### config.mk
export PLATFORM = sky130hd
export DESIGN_NAME = lbd_cycle_arbiter
export DESIGN_NICKNAME = d
export VERILOG_FILES = /design/src/rtl/lbd_cycle_arbiter.sv
export SDC_FILE = /design/constraint.sdc
export NUM_CORES = 1
export LEC_CHECK = 0
export CAP_MARGIN = 40
export CORE_MARGIN = 8
export CORE_UTILIZATION = 35
export DETAILED_ROUTE_END_ITERATION = 8
export GPL_TIMING_DRIVEN = 1
export SLEW_MARGIN = 10
export SYNTH_ARGS = -nofsm -noshare
export SYNTH_HDL_FRONTEND = slang
export SYNTH_SLANG_ARGS = --single-unit
### constraint.sdc
create_clock -name sysclk -period 1.5 [get_ports sysclk]
set_input_delay 0.45 -clock sysclk [delete_from_list [all_inputs] [get_ports sysclk]]
set_output_delay 0.45 -clock sysclk [all_outputs]
set_load 0.02 [all_outputs]
### src/rtl/lbd_cycle_arbiter.sv
`default_nettype none
// ============================================================================
// Module      : lbd_cycle_arbiter
// Description : Grants the shared CD<->LBD data path to one requester at a
//               time (bus master to memory, CPU to memory, CPU to bus).
//               Produces BDRY25/BDRY50 timing for CPU bus cycles and a TERM
//               watchdog pulse (TOUT_n). All outputs are registered.
// Revision    : 1.0 - initial release
// ============================================================================
module lbd_cycle_arbiter #(
  parameter int BDRY_CYC = 4,     // cycles from CACT start to BDRY50
  parameter int TOUT_CYC = 63,    // max grant cycles waiting for TERM
  parameter bit FAIR     = 1'b1   // CPU memory request wins once after a bus grant
) (
  input  logic sysclk,
  input  logic sys_rst_n,
  input  logic TEST,
  input  logic BREQ_n,
  input  logic CREQ_n,
  input  logic CBREQ_n,
  input  logic TERM_n,
  output logic BGNT_n,
  output logic CGNT_n,
  output logic CGNT50_n,
  output logic CACT_n,
  output logic BDRY25_n,
  output logic BDRY50_n,
  output logic TOUT_n
);

  localparam int CNT_W = $clog2(TOUT_CYC + 1);
  localparam logic [CNT_W-1:0] c_TOUT_CNT   = CNT_W'(TOUT_CYC);
  localparam logic [CNT_W-1:0] c_BDRY25_CNT = CNT_W'(BDRY_CYC / 2);
  localparam logic [CNT_W-1:0] c_BDRY50_CNT = CNT_W'(BDRY_CYC);

  typedef enum logic [2:0] {
    S_IDLE    = 3'd0,
    S_BGRANT  = 3'd1,
    S_CGRANT  = 3'd2,
    S_CACTIVE = 3'd3,
    S_RECOVER = 3'd4
  } state_t;

  state_t           r_state;
  logic [CNT_W-1:0] r_cnt;
  logic             r_last_bus;
  logic             r_bgnt_n;
  logic             r_cgnt_n;
  logic             r_cgnt50_n;
  logic             r_cact_n;
  logic             r_bdry25_n;
  logic             r_bdry50_n;
  logic             r_tout_n;

  logic             w_pick_bus;
  logic             w_timeout;
  logic [CNT_W-1:0] w_cnt_inc;

  // Bus master wins unless fairness hands this slot to a waiting CPU memory request.
  assign w_pick_bus = !BREQ_n && !(FAIR && r_last_bus && !CREQ_n);
  assign w_timeout  = (r_cnt == c_TOUT_CNT);
  // Grant-cycle counter saturates at the watchdog limit.
  assign w_cnt_inc  = w_timeout ? r_cnt : r_cnt + CNT_W'(1);

  // Arbitration FSM with registered grant, boundary and watchdog outputs.
  always_ff @(posedge sysclk or negedge sys_rst_n) begin
    if (!sys_rst_n) begin
      r_state    <= S_IDLE;
      r_cnt      <= '0;
      r_last_bus <= 1'b0;
      r_bgnt_n   <= 1'b1;
      r_cgnt_n   <= 1'b1;
      r_cgnt50_n <= 1'b1;
      r_cact_n   <= 1'b1;
      r_bdry25_n <= 1'b1;
      r_bdry50_n <= 1'b1;
      r_tout_n   <= 1'b1;
    end else if (TEST) begin
      // Test mode parks the arbiter; fairness history is kept.
      r_state    <= S_IDLE;
      r_cnt      <= '0;
      r_bgnt_n   <= 1'b1;
      r_cgnt_n   <= 1'b1;
      r_cgnt50_n <= 1'b1;
      r_cact_n   <= 1'b1;
      r_bdry25_n <= 1'b1;
      r_bdry50_n <= 1'b1;
      r_tout_n   <= 1'b1;
    end else begin
      // TOUT_n is a single-cycle pulse; it only goes low on a watchdog release.
      r_tout_n <= 1'b1;
      case (r_state)
        S_IDLE: begin
          r_cnt <= '0;
          if (w_pick_bus) begin
            r_state    <= S_BGRANT;
            r_last_bus <= 1'b1;
            r_bgnt_n   <= 1'b0;
          end else if (!CREQ_n) begin
            r_state    <= S_CGRANT;
            r_last_bus <= 1'b0;
            r_cgnt_n   <= 1'b0;
          end else if (!CBREQ_n) begin
            r_state    <= S_CACTIVE;
            r_cact_n   <= 1'b0;
            r_bdry25_n <= !('0 >= c_BDRY25_CNT);
            r_bdry50_n <= !('0 >= c_BDRY50_CNT);
          end
        end
        S_BGRANT, S_CGRANT, S_CACTIVE: begin
          if (!TERM_n || w_timeout) begin
            // TERM has precedence over the watchdog on the same edge.
            r_state    <= S_RECOVER;
            r_cnt      <= '0;
            r_bgnt_n   <= 1'b1;
            r_cgnt_n   <= 1'b1;
            r_cgnt50_n <= 1'b1;
            r_cact_n   <= 1'b1;
            r_bdry25_n <= 1'b1;
            r_bdry50_n <= 1'b1;
            r_tout_n   <= !TERM_n;
          end else begin
            r_cnt <= w_cnt_inc;
            if (r_state == S_CGRANT) begin
              r_cgnt50_n <= 1'b0;
            end
            if (r_state == S_CACTIVE) begin
              r_bdry25_n <= !(w_cnt_inc >= c_BDRY25_CNT);
              r_bdry50_n <= !(w_cnt_inc >= c_BDRY50_CNT);
            end
          end
        end
        S_RECOVER: begin
          r_state <= S_IDLE;
        end
        default: begin
          r_state <= S_IDLE;
        end
      endcase
    end
  end

  assign BGNT_n   = r_bgnt_n;
  assign CGNT_n   = r_cgnt_n;
  assign CGNT50_n = r_cgnt50_n;
  assign CACT_n   = r_cact_n;
  assign BDRY25_n = r_bdry25_n;
  assign BDRY50_n = r_bdry50_n;
  assign TOUT_n   = r_tout_n;

endmodule
`default_nettype wire
# Word level (Yosys, flattened, before mapping)
# Cells that the tools add are included.
# W data, S select, Z words.
dict set report classes {
  n_addsub 1
  eq_ne 13
  n_mux 42
  bitwise 1
  magnitude_cmp 2
  reduce_logical 21
}
# operator n
set ops {}
lappend ops {{$mux W1} 27}
lappend ops {{$mux W6} 3}
lappend ops {{$ne A3 B3 Y1 const B} 6}
lappend ops {{$mux W3} 5}
lappend ops {{$pmux W6 S2} 1}
lappend ops {{$pmux W1 S2} 5}
lappend ops {{$reduce_and A5 Y1} 2}
lappend ops {{$add A6 B1 Y6 const B} 1}
lappend ops {{$eq A3 B2 Y1 const B} 2}
lappend ops {{$eq A6 B6 Y1 const B} 1}
lappend ops {{$ge A6 B2 Y1 const B} 1}
lappend ops {{$ge A6 B3 Y1 const B} 1}
lappend ops {{$logic_not A1 Y1} 6}
lappend ops {{$pmux W3 S2} 1}
lappend ops {{$reduce_and A3 Y1} 2}
lappend ops {{$reduce_bool A3 Y1} 2}
lappend ops {{$ne A5 B5 Y1 const B} 1}
lappend ops {{$ne A4 B4 Y1 const B} 1}
lappend ops {{$reduce_and A2 Y1} 2}
lappend ops {{$reduce_and A4 Y1} 1}
lappend ops {{$eq A3 B1 Y1 const B} 1}
lappend ops {{$logic_not A3 Y1} 1}
lappend ops {{$reduce_or A3 Y1} 1}
lappend ops {{$logic_and A1 B1 Y1} 2}
lappend ops {{4 further kinds} 4}
dict set report word_totals {
  in_bits 7
  regBits 17
  out_inout_bits 7
  wordCells 90
}

# Logic depth before layout (Yosys ltp)
dict set report logic_depth {
  depth_word 8
  depth_mapped 5
  depth_no_buf 5
}

# Least setup slack after synthesis
# Ideal clock, no wire load.
dict set report synth_timing {
  path_type {register to register}
  from {reg r_cnt[0]}
  to {reg r_state[0]}
  n_path_buf 0
  setup_ps 125
  t_required_ps 1375
  t_arrival_ps 1374
  synth_period_minus_slack_ps 1499
  slack_ps 1
  path_stages_with_launch 5
  path_cell_list {dfrtp_1 ha_1 and3_4 o21ai_2 mux2_2}
}
dict set report synth_between {
  elab_chain_cells 4
}
# element line_no
set synth_lines {}
lappend synth_lines {{start: declaration} 45} ;# logic [CNT_W-1:0] r_cnt;
lappend synth_lines {{start signal: assignment} 123} ;# r_cnt <= w_cnt_inc;
lappend synth_lines {{$eq A6 B6 Y1} 61} ;# assign w_timeout = (r_cnt == c_TOUT_CNT);
lappend synth_lines {{$logic_or A1 B1 Y1} 111} ;# if (!TERM_n || w_timeout) begin
lappend synth_lines {{$ne A3 B3 Y1 (no line)} -}
lappend synth_lines {{$reduce_and A2 Y1 (no line)} -}
lappend synth_lines {{end signal: assignment} 68} ;# r_state <= S_IDLE;
lappend synth_lines {{end signal: assignment} 80} ;# r_state <= S_IDLE;
lappend synth_lines {{end signal: assignment} 113} ;# r_state <= S_RECOVER;
lappend synth_lines {{end: declaration} 44} ;# state_t r_state;
# Every way passes these cells.
# A chain may end at the register's enable or synchronous reset.

# Worst setup path in the final report
dict set report layout_timing {
  from {in TERM_n}
  to {reg r_cnt[3]}
}
dict set report layout_between {
  elab_chain_cells 5
}
# element line_no
set layout_lines {}
lappend layout_lines {{start: declaration} 21} ;# input logic TERM_n,
lappend layout_lines {{$logic_not A1 Y1} 111}
lappend layout_lines {{$logic_or A1 B1 Y1} 111}
lappend layout_lines {{$mux W6} 111}
lappend layout_lines {{$pmux W6 S2} 92} ;# case (r_state)
lappend layout_lines {{$mux W6} 78} ;# end else if (TEST) begin
# Every way passes these cells.

==> summary.txt <==
Critical path
  • Data required, critical path: 1720 ps
  • Crit Path Max Fanout: 4
  • Setup slack, reg-to-reg: 70 ps
  • Crit path arrival time: 1690 ps
  • Critical R2R Launch: r_state[0]$_DFFE_PN0P_
  • Family with the most delay on the worst path: simple AND/OR/NAND/NOR gates
  • Startpoint types: input pin
  • Critical path, cell by cell: clkdlybuf4s50_1, nand3b_1, or3_1, a31oi_1
  • Worst setup path class: input pin to register
  • WP buf/inv: 1
  • CP max stage delay: 490 ps
  • R2R depth: 4
  • Worst r2r dst: r_state[0]$_DFFE_PN0P_
  • Slowest CP cell: clkdlybuf4s50_1
  • CP Capture Type: register

Synthesis
  • Syn Nets: 97
  • Async SR Flop Fraction: 1.00
  • Avg Cell Area, Syn: 10.2 um2
  • Post-Synthesis Cells: 89
  • Synth unique cells: 40
  • Synth top area cells: dfrtp_1 27%, dfstp_2 20%, nand2_1 4.5%
  • Yosys warning total: 0
  • Post-synth EDFFs: 0
  • Synthesized flop and latch total: 17
  • Sequential element share of the synthesized area: 0.477
  • Top cell type's share of synthesized area: 0.275
  • Most common flop cell mapped by yosys: dfrtp_1
  • Commonest cells post-synth: 11 x nand2_1, 10 x dfrtp_1, 7 x dfstp_2
  • Cell area after synthesis: 911 um2
  • Area leader, netlist: dfrtp_1
  • Most frequent cell after synthesis: nand2_1

Place
  • Post-detail-place hpwl: 1760 um
  • Placed Instances: 155
  • Place WS: -472 ps
  • Gpl congestion: 0.830
  • IO buf count: 13

GRT
  • Total GRT Usage: 0.107
  • Initial antenna violation count: 0
  • Global route overflow: 0
  • Pin count of the biggest net entering global routing: 18
  • Vias in the first global route: 842
  • First-pass GRT wire length: 3750 um

Final layout
  • Share of cells above drive strength 1: 0.446
  • Net count, final: 139
  • ANT cells: 0
  • Fillers: 244
  • Area grow syn2layout: 41.1%
  • Non-filler instance count after layout: 160

Timing
  • Max-slew violation count: 0
  • Setup Skew: 2.27 ps
  • Post-route setup slack: 27.4 ps
  • WHS: 459 ps
  • Slew headroom: 0.744
  • Fmax: 679 MHz
  • Period utilization: 0.982
  • Final Hold Vio Count: 0
  • Minimum clock period: 1470 ps
  • Setup Viol. Count Final: 0
  • Worst Tran Pin Value: 384 ps

Clock network
  • CTS Root Cell: clkbuf_4
  • CTS clk-pin slew, worst paths: 100 ps
  • H-tree levels: 1
  • Cts hold-fix bufs: 0
  • Cts bufs inserted: 3
  • Maximum buffer depth of the clock tree: 2
  • Clk Latency, worst-skew pair: 300 ps
  • TritonCTS clock tree: done
  • # clock sinks: 17

Power and ir drop
  • Pwr Density: 1140 nW/um2
  • Tot Pwr: 1.46 mW
  • Max IR drop VDD: 0.000814 V
  • Leakage: 0.547 nW

Route
  • Via/cell ratio: 5.30
  • First-pass DRT Iterations: 4
  • DRC violations left: 0
  • Routed Antenna Nets: 0
  • Final WL: 2290 um
  • DR iter-0 viols: 13
  • Avg WL per Cell: 14.3 um
  • Vias: 848

Floorplanning
  • Core area: 2480 um2
  • DIE WIDTH: 67.0 um
  • Die footprint: 4490 um2
  • I/O Pins: 14
  • Initial Util: 0.368
  • Die Ht: 67.0 um
  • Rows: 18

Worst hold path
  • Worst hold-check path type: input pin to async pin

Job
  • Max-cap violations: 0

Outcome
  • Status: finished clean
-- worst max-delay path by stage --
stage / start / endpoint / slack [ps] / cells after the start
after global routing: r_state[0]$_DFFE_PN0P_ / r_state[0]$_DFFE_PN0P_ / -6 / 4
final: TERM_n / r_cnt[3]$_DFFE_PN0N_ / 30 / 4
after detailed placement: TEST / r_cnt[3]$_DFFE_PN0N_ / -470 / 5
after floorplan: r_cnt[0]$_DFFE_PN0N_ / r_state[0]$_DFFE_PN0P_ / 1 / 4
after global placement: TEST / BDRY50_n$_DFFE_PN1P_ / -440 / 5
after CTS: r_state[2]$_DFFE_PN0P_ / r_state[0]$_DFFE_PN0P_ / 10 / 4
-- logic make-up after synthesis --
family | count (synthesis) | synth area share
buffers and inverters | 3 | 0.0206
XOR/XNOR | 1 | 0.00962
multiplexers | 1 | 0.0124
flip-flops | 17 | 0.477
AO/OA/AOI/OAI | 29 | 0.224
adder cells (fa/ha/maj) | 1 | 0.0137
AND/OR/NAND/NOR | 37 | 0.243
-- stage by stage --
stage | TNS, ps | instance area [um2] | util
after global routing | -6.28 | 1280 | 0.519
final | 0 | 1280 | 0.519
after global placement | -5920 | 1250 | 0.504
after floorplan | 0 | 911 | -
after detailed placement | -6460 | 1250 | 0.504
after CTS | 0 | 1250 | 0.507
-- state kept, by name, indices dropped and copies added, names as in the netlist --
signal and cells:
r_cnt 6, BDRY25_n 1, BGNT_n 1, r_state 3, TOUT_n 1, CGNT50_n 1, CACT_n 1, r_last_bus 1
BDRY50_n 1, CGNT_n 1
-- timing repair --
action	CTS	global route
resized for setup	32	7
setup endpoints to repair	19	5
cloned	0	0
setup buffers	0	1
pin swaps	1	5
-- worst reg2reg max path: stages, from the launching register on --
cell and delay, ps:
dfrtp_2 460, nor4_4 310, nand4_1 140, o21ai_2 100
mux2_4 310
-- cell usage in the layout (no fill, tap or decap), types with 2 or more instances in the layout --
master	instances
dfstp_2	7
nor2b_1	2
a21oi_1	5
a31oi_1	3
clkdlybuf4s50_1	5
dfrtp_2	2
o21ai_0	6
inv_1	2
o32a_1	2
buf_2	7
nand2_1	11
dfrtp_1	8
and3_4	2
nor2_1	5
buf_4	25
clkbuf_4	3
or3_1	2
nand3_1	2
nor3_1	2
-- layout make-up --
type,instances,area (um2),share of cell area
Clock buffer,4,26.3,0.0204
Timing Repair Buffer,38,282,0.219
Tap cell,30,37.5,0.0292
Multi-Input combinational cell,69,495,0.386
Sequential cell,17,437,0.340
Inverter,2,7.51,0.00584
-- power by group --
part	total [mW]	switching, mW	internal [mW]
sequential	0.622	0.0743	0.548
clock	0.258	0.154	0.104
combinational	0.580	0.285	0.295
total	1.46	0.514	0.947
-- layer usage --
metal / up-vias / global-route usage / routed length (um)
met5: - / 0 / 0
met4: 0 / 0.0209 / 9
met3: 2 / 0.0503 / 118
met2: 20 / 0.184 / 1170
met1: 405 / 0.117 / 994
li1: 421 / - / -
Power figures use the tool's default switching activity.
